===== config.mk =====
export PLATFORM = sky130hd
export DESIGN_NAME = ifetch_unit
export DESIGN_NICKNAME = d
export VERILOG_FILES = /design/src/rtl/ifetch_unit.sv
export SDC_FILE = /design/constraint.sdc
export NUM_CORES = 1
export LEC_CHECK = 0
export CAP_MARGIN = 20
export CORE_MARGIN = 10
export CORE_UTILIZATION = 38
export DETAILED_ROUTE_END_ITERATION = 10
export PLACE_DENSITY = 0.77
export REMOVE_ABC_BUFFERS = 1
export SLEW_MARGIN = 5
export SYNTH_ARGS = -nofsm -noshare
export SYNTH_HDL_FRONTEND = slang
export SYNTH_SLANG_ARGS = --single-unit

===== constraint.sdc =====
create_clock -name clk -period 1.65 [get_ports clk]
set_input_delay 0.165 -clock clk [delete_from_list [all_inputs] [get_ports clk]]
set_output_delay 0.165 -clock clk [all_outputs]
set_load 0.005 [all_outputs]

===== src/rtl/ifetch_unit.sv =====
// Instruction-fetch stage: one outstanding imem read per PC, result parked in a
// one-entry IF/ID slot; redirects flush the slot and discard wrong-path responses.
module ifetch_unit #(
  parameter int                ADDR_W   = 32,
  parameter int                INST_W   = 32,
  parameter logic [INST_W-1:0] NOP_INST = 32'h00000013
) (
  input  logic              clk,
  input  logic              rst,
  input  logic [ADDR_W-1:0] pc_in,
  output logic [ADDR_W-1:0] pc4,
  output logic              pc_stop,
  input  logic              redirect,
  output logic              imem_req_valid,
  output logic [ADDR_W-1:0] imem_req_addr,
  input  logic              imem_req_ready,
  input  logic              imem_resp_valid,
  input  logic [INST_W-1:0] imem_resp_data,
  output logic              id_valid,
  output logic [ADDR_W-1:0] id_pc,
  output logic [INST_W-1:0] id_inst,
  input  logic              id_ready
);

  typedef enum logic [1:0] {
    BOOT,
    REQ,
    WAIT
  } state_t;

  state_t            state_q;
  logic              rst_q;
  logic              drop_q;
  logic [ADDR_W-1:0] req_pc_q;
  logic              id_valid_q;
  logic [ADDR_W-1:0] id_pc_q;
  logic [INST_W-1:0] id_inst_q;

  logic              id_valid_d;
  logic [ADDR_W-1:0] id_pc_d;
  logic [INST_W-1:0] id_inst_d;

  logic              in_boot;
  logic              slot_free;
  logic              req_valid;
  logic              fire;
  logic              fill;

  // The PC register resets one cycle late, so stay quiet while either rst or rst_q is up.
  assign in_boot   = rst || rst_q || (state_q == BOOT);
  assign slot_free = !id_valid_q || id_ready;
  assign req_valid = !in_boot && (state_q == REQ) && slot_free;
  assign fire      = req_valid && imem_req_ready;
  assign fill      = !in_boot && (state_q == WAIT) && imem_resp_valid && !drop_q && !redirect;

  assign pc4            = pc_in + {{(ADDR_W-3){1'b0}}, 3'd4};
  assign pc_stop        = in_boot ? 1'b1 : !(fire || redirect);
  assign imem_req_valid = req_valid;
  assign imem_req_addr  = pc_in;
  assign id_valid       = id_valid_q;
  assign id_pc          = id_pc_q;
  assign id_inst        = id_inst_q;

  // Redirect beats fill beats consume; an empty slot always shows NOP_INST.
  always_comb begin
    id_valid_d = id_valid_q;
    id_pc_d    = id_pc_q;
    id_inst_d  = id_inst_q;
    if (redirect) begin
      id_valid_d = 1'b0;
      id_inst_d  = NOP_INST;
    end else if (fill) begin
      id_valid_d = 1'b1;
      id_pc_d    = req_pc_q;
      id_inst_d  = imem_resp_data;
    end else if (id_valid_q && id_ready) begin
      id_valid_d = 1'b0;
      id_inst_d  = NOP_INST;
    end
  end

  always_ff @(posedge clk) begin
    rst_q <= rst;
    if (rst || rst_q) begin
      state_q    <= BOOT;
      drop_q     <= 1'b0;
      req_pc_q   <= '0;
      id_valid_q <= 1'b0;
      id_pc_q    <= '0;
      id_inst_q  <= NOP_INST;
    end else begin
      id_valid_q <= id_valid_d;
      id_pc_q    <= id_pc_d;
      id_inst_q  <= id_inst_d;
      case (state_q)
        BOOT: state_q <= REQ;
        REQ: begin
          if (fire) begin
            state_q  <= WAIT;
            req_pc_q <= pc_in;
            drop_q   <= redirect;
          end
        end
        WAIT: begin
          if (imem_resp_valid) begin
            state_q <= REQ;
            drop_q  <= 1'b0;
          end else if (redirect) begin
            drop_q <= 1'b1;
          end
        end
        default: state_q <= BOOT;
      endcase
    end
  end

endmodule


# == Yosys cells after proc, flatten, opt, wreduce, memory -nomap -nowiden ==
# Cells that the tools add are included.
# totals
register_bits,101
inputBits,70
output_inout_bits,131
word_cells,51
# classes
add_sub_neg,1
n_eq_ne,5
mux,12
bitwise_logic,1
reduce_logical,25
# op_table
op,count
$mux W32,2
$add A32 B3 Y32 const B,1
$logic_and A1 B1 Y1,8
$mux W1,6
$pmux W2 S3,1
$reduce_and A2 Y1,3
$logic_not A1 Y1,5
$logic_or A1 B1 Y1,4
$mux W2,2
$ne A2 B2 Y1 const B,2
$reduce_bool A2 Y1,2
$ne A3 B3 Y1 const B,1
$reduce_and A3 Y1,1
$eq A2 B1 Y1 const B,1
$eq A2 B2 Y1 const B,1
$logic_not A2 Y1,1
$pmux W1 S2,1
$reduce_or A2 Y1,1
$not A1 Y1,1

# == Logic depth before layout (Yosys ltp) ==
# Gate-level depths: netlist of run 1.
# depth
ltp_word,9
ltp_mapped,7
mapped_depth_nobuf,5

# == Worst setup path before layout of run 1 ==
# OpenSTA, ideal clock, no wires.
# synth_timing
path_kind,reg2reg
start,register rst_q
end,"register id_inst_q[21], in the netlist id_inst[21]"
setup_time_ps,132
t_arrival_ps,1545
required_time_ps,1518
path_slack_ps,-27
stages_incl_launch_ff,8
path_buffers,3
period_less_slack_ps,1677
cell_sequence,dfxtp_1 > or3_1 > buf_2 > or3_4 > buf_6 > buf_6 > nand3_2 > a21oi_1
# synth_between
elab_chain_len,8
word_cells_on_any_way,10
cone_classes,1 x mux; 9 x reduce/logical
# synth_lines
element,line,source
"start, declared",32,logic rst_q;
"start signal, assigned",83,rst_q <= rst;
$logic_or A1 B1 Y1 (*),"50, 84",
$logic_or A1 B1 Y1,50,assign in_boot = rst || rst_q || (state_q == BOOT);
$logic_not A1 Y1,54,assign fill = !in_boot && (state_q == WAIT) && imem_resp_valid && !drop_q && !redirect;
$logic_and A1 B1 Y1 (4 in series),54,
$mux W32 / $reduce_bool A2 Y1 (equally long branches),n/a,
"end signal, assigned",94,id_inst_q <= id_inst_d;
"end, declared",37,logic [INST_W-1:0] id_inst_q;
# Mark *: on every way between the ends. The rest lies on a longest branch, timed or not.
# A chain may end at the register's enable or synchronous reset.

# == Worst setup path after layout of run 1 ==
# layout_timing
start,input pc_in[2]
end,output pc4[30]
# layout_between
elab_chain_len,1
# layout_lines
element,line,source
"start, declared",10,"input logic [ADDR_W-1:0] pc_in,"
$add A32 B3 Y32,56,"assign pc4 = pc_in + {{(ADDR_W-3){1'b0}}, 3'd4};"
"end, declared",11,"output logic [ADDR_W-1:0] pc4,"
# Every way passes these cells.

==> results of run 1 <==
sequential cells by signal, indices dropped and copies added, names as in the netlist:
name and count:
req_pc_q 32, id_inst 32, drop_q 1, state_q 2
id_valid 1, id_pc 32, rst_q 1
Yosys cell counts (2+ instances only):
library cell  count
a21oi_1          95
and3_1            3
and4_1            3
buf_1             3
buf_2             3
buf_4            34
buf_6            12
clkbuf_1         19
dfxtp_1         101
inv_1             6
nand2_1         167
nand3_1          18
nand3_2          17
nand4_1           8
nor2_1           12
nor2b_1           3
nor3_1           10
nor4_1            3
nor4_2            2
o21ai_0           4
or2_2             2
or3_1             3
xnor2_1          10
xor2_1           18
cells in the final DEF (no fill, tap or decap), drive strengths merged, types with 6 or more instances in the layout:
cell	synthesis	final
buf	52	126
xor2	18	18
clkdlybuf4s15	0	7
nand4	8	8
inv	6	6
nand3	35	35
dlygate4sd2	0	14
clkbuf	19	23
xnor2	10	10
nor2	12	12
nor3	11	11
a21oi	96	96
clkdlybuf4s50	0	150
dfxtp	101	101
nand2	167	167
worst max-delay path by stage:
stage / slack, ns / to / start
final: -0.20 / pc4[30] / pc_in[2]
after global routing: -0.28 / pc4[22] / pc_in[9]
after CTS: -0.25 / pc4[28] / pc_in[6]
after detailed placement: -1.08 / pc4[28] / pc_in[2]
after global placement: -1.02 / pc4[31] / pc_in[9]
after floorplan: -0.92 / id_inst[10] / rst_q
final cells by class:
class	count	area share
Timing Repair Buffer	313	0.381
Multi-Input combinational cell	390	0.315
Sequential cell	101	0.240
Clock buffer	10	0.0271
Tap cell	143	0.0211
Clock inverter	6	0.0132
Inverter	6	0.00266
cell families (layout without fill, tap and decap cells):
family / Yosys count / count (layout)
AO/OA/AOI/OAI: 103 / 103
buffers and inverters: 77 / 335
AND/OR/NAND/NOR: 257 / 258
adder cells (fa/ha/maj): 1 / 1
flip-flops: 101 / 101
XOR/XNOR: 28 / 28
stage by stage:
step	hold WS [ns]	cells	power, mW	instance area, µm²	setup TNS [ns]
2_1_floorplan	0.193	496	2.61	4060	-63.04
3_3_place_gp	0.437	906	3.13	6810	-38.72
3_5_place_dp	0.442	906	3.14	6810	-41.90
4_1_cts	0.181	941	5.54	7560	-2.23
5_1_grt	0.206	969	5.73	8460	-11.33
6_report	0.197	969	5.55	8460	-6.47
layer usage:
metal	wire length [µm]	GRT usage
met5	13	0
met4	481	0.0829
met3	1990	0.0832
met2	9850	0.332
met1	6840	0.191
report_power, final:
group	switching, mW	internal, mW
sequential	0.00584	2.44
clock	0.937	1.48
combinational	0.287	0.390
total	1.23	4.32
worst max-delay path, stage by stage:
cell	delay, ns
buf_2	0.14
ha_4	0.15
nand3_2	0.08
or3_4	0.40
buf_12	0.15
buf_12	0.13
nor4_4	0.15
xnor2_1	0.16
buf_2	0.15
what timing repair did:
action / in CTS / in global routing
pin swaps: 32 / 61
gates resized for setup: 207 / 140
cloned: 1 / 17
setup endpoints to repair: 72 / 85
setup buffers: 19 / 13
hold buffers: 0 / 0
hold endpoints to repair: 0 / 0
==> qor.csv, run 1 <==
metric,value,unit
status,finished with violations,
failing checks,negative setup slack,
global placement routability congestion,0.840,
hpwl dp,11500,µm
Post-synth EDFFs,0,
CTS buffer count,9,
XOR/XNOR share of the synthesized area,0.0539,
synthesis-stage register bit count,101,
fin crit period,1.85,ns
GR Overflow Total,0,
Synth area leaders,"dfxtp_1 (44%), nand2_1 (14%), a21oi_1 (10%), buf_4 (5.6%), nand3_2 (3.7%)",
pin count of the biggest net entering global routing,66,
R2R setup slack,-0.11,ns
Layout Skew,0.00517,ns
post-synth top area share,0.445,
CTS tree,built,
Slew @ Worst Pin,0.460,ns
dpl ws,-1.08,ns
Filler cells,788,
Fmax,540,MHz
Initial Util,0.393,
Pwr Density,656,nW/µm²
first-pass GRT wire length,25400,µm
DRC,0,
post-synthesis mux area share,0,
die height,129,µm
die area,16700,µm²
Final Max Tran Viols,0,
core region area,11600,µm²
post-synthesis async set-or-reset flop share,0,
Post-Synth Adder-Cell Area,0.00275,
worst r2r dst,id_inst[30],
Leak Pwr,3.35,nW
FF/Latch Area,2030,µm²
post-synth top area cell,dfxtp_1,
Crit Reg-Reg Startpoint,rst_q,
initial antenna violation count,1,
Mapped Area,4550,µm²
DR vias,5015,
Worst VDD drop,0.434,mV
Tcrit/Tclk final,1.12,
vias per cell,5.18,
synthesis-to-layout area growth,86.1,%
hold path cells,4,
fin nets,892,
clk sinks,101,
Hold Path Class,in -> reg,
"Top FF cell, synth",dfxtp_1,
Post-Synth Simple-Gate Area,0.270,
Final Setup Violations,80,
hold worst-path end,req_pc_q[8],
FF-to-FF path depth,7,
critical path arrival,1.69,ns
Ys Warns,0,
main combinational cell family by area after synthesis,simple AND/OR/NAND/NOR gates,
multi-input logic area,2670,µm²
Mean Syn Cell Area,8.02,µm²
clock slew at reported path FFs,0.07,ns
Synth Area in Compound Gates,0.117,
H-tree level count,3,
Port Buffers,200,
gr usage total,0.189,
antenna-violating nets left,0,
Worst setup SP type,primary input,
sequential fraction of the synthesis area,0.445,
share of cells above drive strength 1,0.366,
crit end category,output pin,
Site Rows,39,
Synth Instances,567,
peak fanout along the critical path,5,
clk buf depth,2,
number of distinct library cells after synthesis,35,
I/O pin cnt,201,
Setup CP Type,in -> out,
max_cap viols,0,
critical path data required time,1.48,ns
vias in the first global route,4920,
"Clk Latency, worst-skew pair",0.34,ns
Root Driver,clkbuf_16,
DR WL/cell,19.8,µm
Post-Route WL,19200,µm
drt initial violations,248,
Die X,129,µm
Final Core Density,0.732,
Ant. Diodes,0,
Slew headroom,0.693,
RSZ-0062 raised after global routing,yes,
Hold Crit Start,pc_in[8],
Final Hold Vio Count,0,
post-route setup slack,-0.201,ns
Initial DRT Pass Iterations,4,
(Power assumes the default switching activity.)
==> run 2, diff against run 1 <==
- CORE_ASPECT_RATIO: default -> 2
==> qor.csv, run 2 (synthesis gave the netlist of run 1 again) <==
metric,value,unit,change
Slew headroom,0.676,,-0.0174
Worst setup SP type,primary input,,
total negative slack,-4.62,ns,+1.84 ns
die area,17000,µm²,+1.6%
CTS tree,built,,
DR vias,4919,,-1.9%
pin count of the biggest net entering global routing,66,,unchanged
Final Non-Filler Cells,953,,-1.7%
Hold Crit Start,pc_in[9],,
"Power, Total",5.34,mW,-3.7%
final instance area,8420,µm²,-0.43%
CTS Hold Buffers Added,0,,unchanged
Initial Util,0.389,,-0.00458
Ant. Diodes,0,,unchanged
R2R setup slack,-0.13,ns,-0.02 ns
Tcrit/Tclk final,1.12,,about the same
peak fanout along the critical path,5,,unchanged
Hold WS,0.202,ns,+0.00467 ns
clk buf depth,2,,unchanged
critical path arrival,1.68,ns,about the same
Die X,97.3,µm,-25%
global placement routability congestion,0.815,,-3.0%
vias per cell,5.16,,-0.27%
RSZ-0062 raised after global routing,yes,,
DRC,0,,unchanged
critical path data required time,1.48,ns,about the same
"most common cell after layout, fill and taps aside",clkdlybuf4s50_1,,
Worst VDD drop,0.492,mV,+13%
fin nets,875,,-1.9%
clock power share,0.418,,-0.018
switching fraction of total power,0.217,,-0.00472
Final Hold Vio Count,0,,unchanged
internal power,4.18,mW,-3.1%
dpl cells,903,,-0.33%
Hold Path Class,in -> reg,,
core region area,11700,µm²,+1.2%
Crit. Startpoint,pc_in[10],,
clk sinks,101,,unchanged
Root Driver,clkbuf_16,,
combinational share of power,0.123,,about the same
initial antenna violation count,0,,-1
hpwl dp,11600,µm,+0.83%
multi-input logic area,2870,µm²,+7.7%
CTS buffer count,9,,unchanged
I/O pin cnt,201,,unchanged
synthesis-to-layout area growth,85.3,%,
Initial DRT Pass Iterations,4,,unchanged
switching power,1.16,mW,-5.7%
Crit Reg-Reg Startpoint,rst_q,,
status,finished with violations,,
Slew @ Worst Pin,0.486,ns,+0.0261 ns
H-tree level count,3,,unchanged
crit end category,output pin,,
drt initial violations,173,,-30%
Setup CP Type,in -> out,,
dpl ws,-1.09,ns,-0.00196 ns
DP Area,6760,µm²,-0.70%
max_cap viols,0,,unchanged
GR Overflow Total,0,,unchanged
share of cells above drive strength 1,0.371,,+0.00567
highest-count cells in the layout ignoring fill and taps,"clkdlybuf4s50_1 (152), nand2_1 (126), dfxtp_1 (98)",,
fin crit period,1.85,ns,-0.00149 ns
gr usage total,0.173,,-0.0157
Pwr Density,634,nW/µm²,-3.3%
Leak Pwr,3.32,nW,-0.92%
clock slew at reported path FFs,0.06,ns,about the same
Layout Skew,0.00916,ns,+0.00400 ns
Fmax,541,MHz,about the same
"Clk Latency, worst-skew pair",0.34,ns,about the same
DR WL/cell,19.7,µm,-0.19%
Site Rows,56,,+44%
die height,175,µm,+35%
antenna-violating nets left,0,,unchanged
vias in the first global route,4720,,-4.1%
Port Buffers,200,,unchanged
Post-Route WL,18800,µm,-1.8%
post-route setup slack,-0.199,ns,+0.00149 ns
Final Core Density,0.720,,-0.0116
Seq pwr share,0.459,,+0.017
first-pass GRT wire length,24600,µm,-3.2%
Filler cells,835,,+6.0%
Final Setup Violations,64,,-20%
Final Max Tran Viols,0,,unchanged
failing checks,negative setup slack,,
FF/Latch Area,2030,µm²,about the same
==> run 2: cell count changes in the layout (fill, tap and decap cells not counted), sizes merged <==
cell / change
buf: -11
bufinv: -1
clkbuf: +2
clkdlybuf4s15: -7
clkdlybuf4s50: +2
clkinv: -1
dlymetal6s2s: -2
==> run 2: worst paths after layout <==
path / cells past startpoint / end
min: 4 / req_pc_q[9]
max: 8 / pc4[22]
min reg2reg: 2 / id_pc[8]
max reg2reg: 6 / id_inst[28]
==> run 2: power groups by stage <==
| stage | logic, mW | clock network (mW) | registers (mW) |
|---|---|---|---|
| after floorplan | 0.104 | 0 | 2.50 |
| after global placement | 0.616 | 0 | 2.50 |
| after detailed placement | 0.624 | 0 | 2.50 |
| after CTS | 0.620 | 2.27 | 2.45 |
| after global routing | 0.701 | 2.39 | 2.45 |
| final | 0.658 | 2.23 | 2.45 |
==> run 2: what timing repair did <==
action / 4_1_cts / 5_1_grt
pin swaps: 34 / 113
setup buffers: 9 / 11
gates resized for setup: 184 / 205
endpoints found under the setup margin: 59 / 86
cloned: 1 / 15
==> run 2: area by class of cell <==
type                            instances  area share
Tap cell                              145      0.0215
Clock buffer                           11      0.0288
Clock inverter                          4     0.00861
Timing Repair Buffer                  296       0.357
Sequential cell                       101       0.240
Inverter                                6     0.00267
Multi-Input combinational cell        390       0.341
==> run 2: critical path: stages <==
cell and delay (ns):
clkbuf_2 0.10, nand4_1 0.12, buf_4 0.16, or3_4 0.42
buf_12 0.17, nor3_4 0.18, xor2_1 0.21, buf_2 0.15
==> run 2: per-layer routing <==
layer | GRT usage | wire length [µm] | vias up
li1 | - | - | 2322
met1 | 0.172 | 6390 | 2338
met2 | 0.306 | 10100 | 208
met5 | 0 | 0 | -
met3 | 0.0719 | 1410 | 51
met4 | 0.0798 | 878 | 0
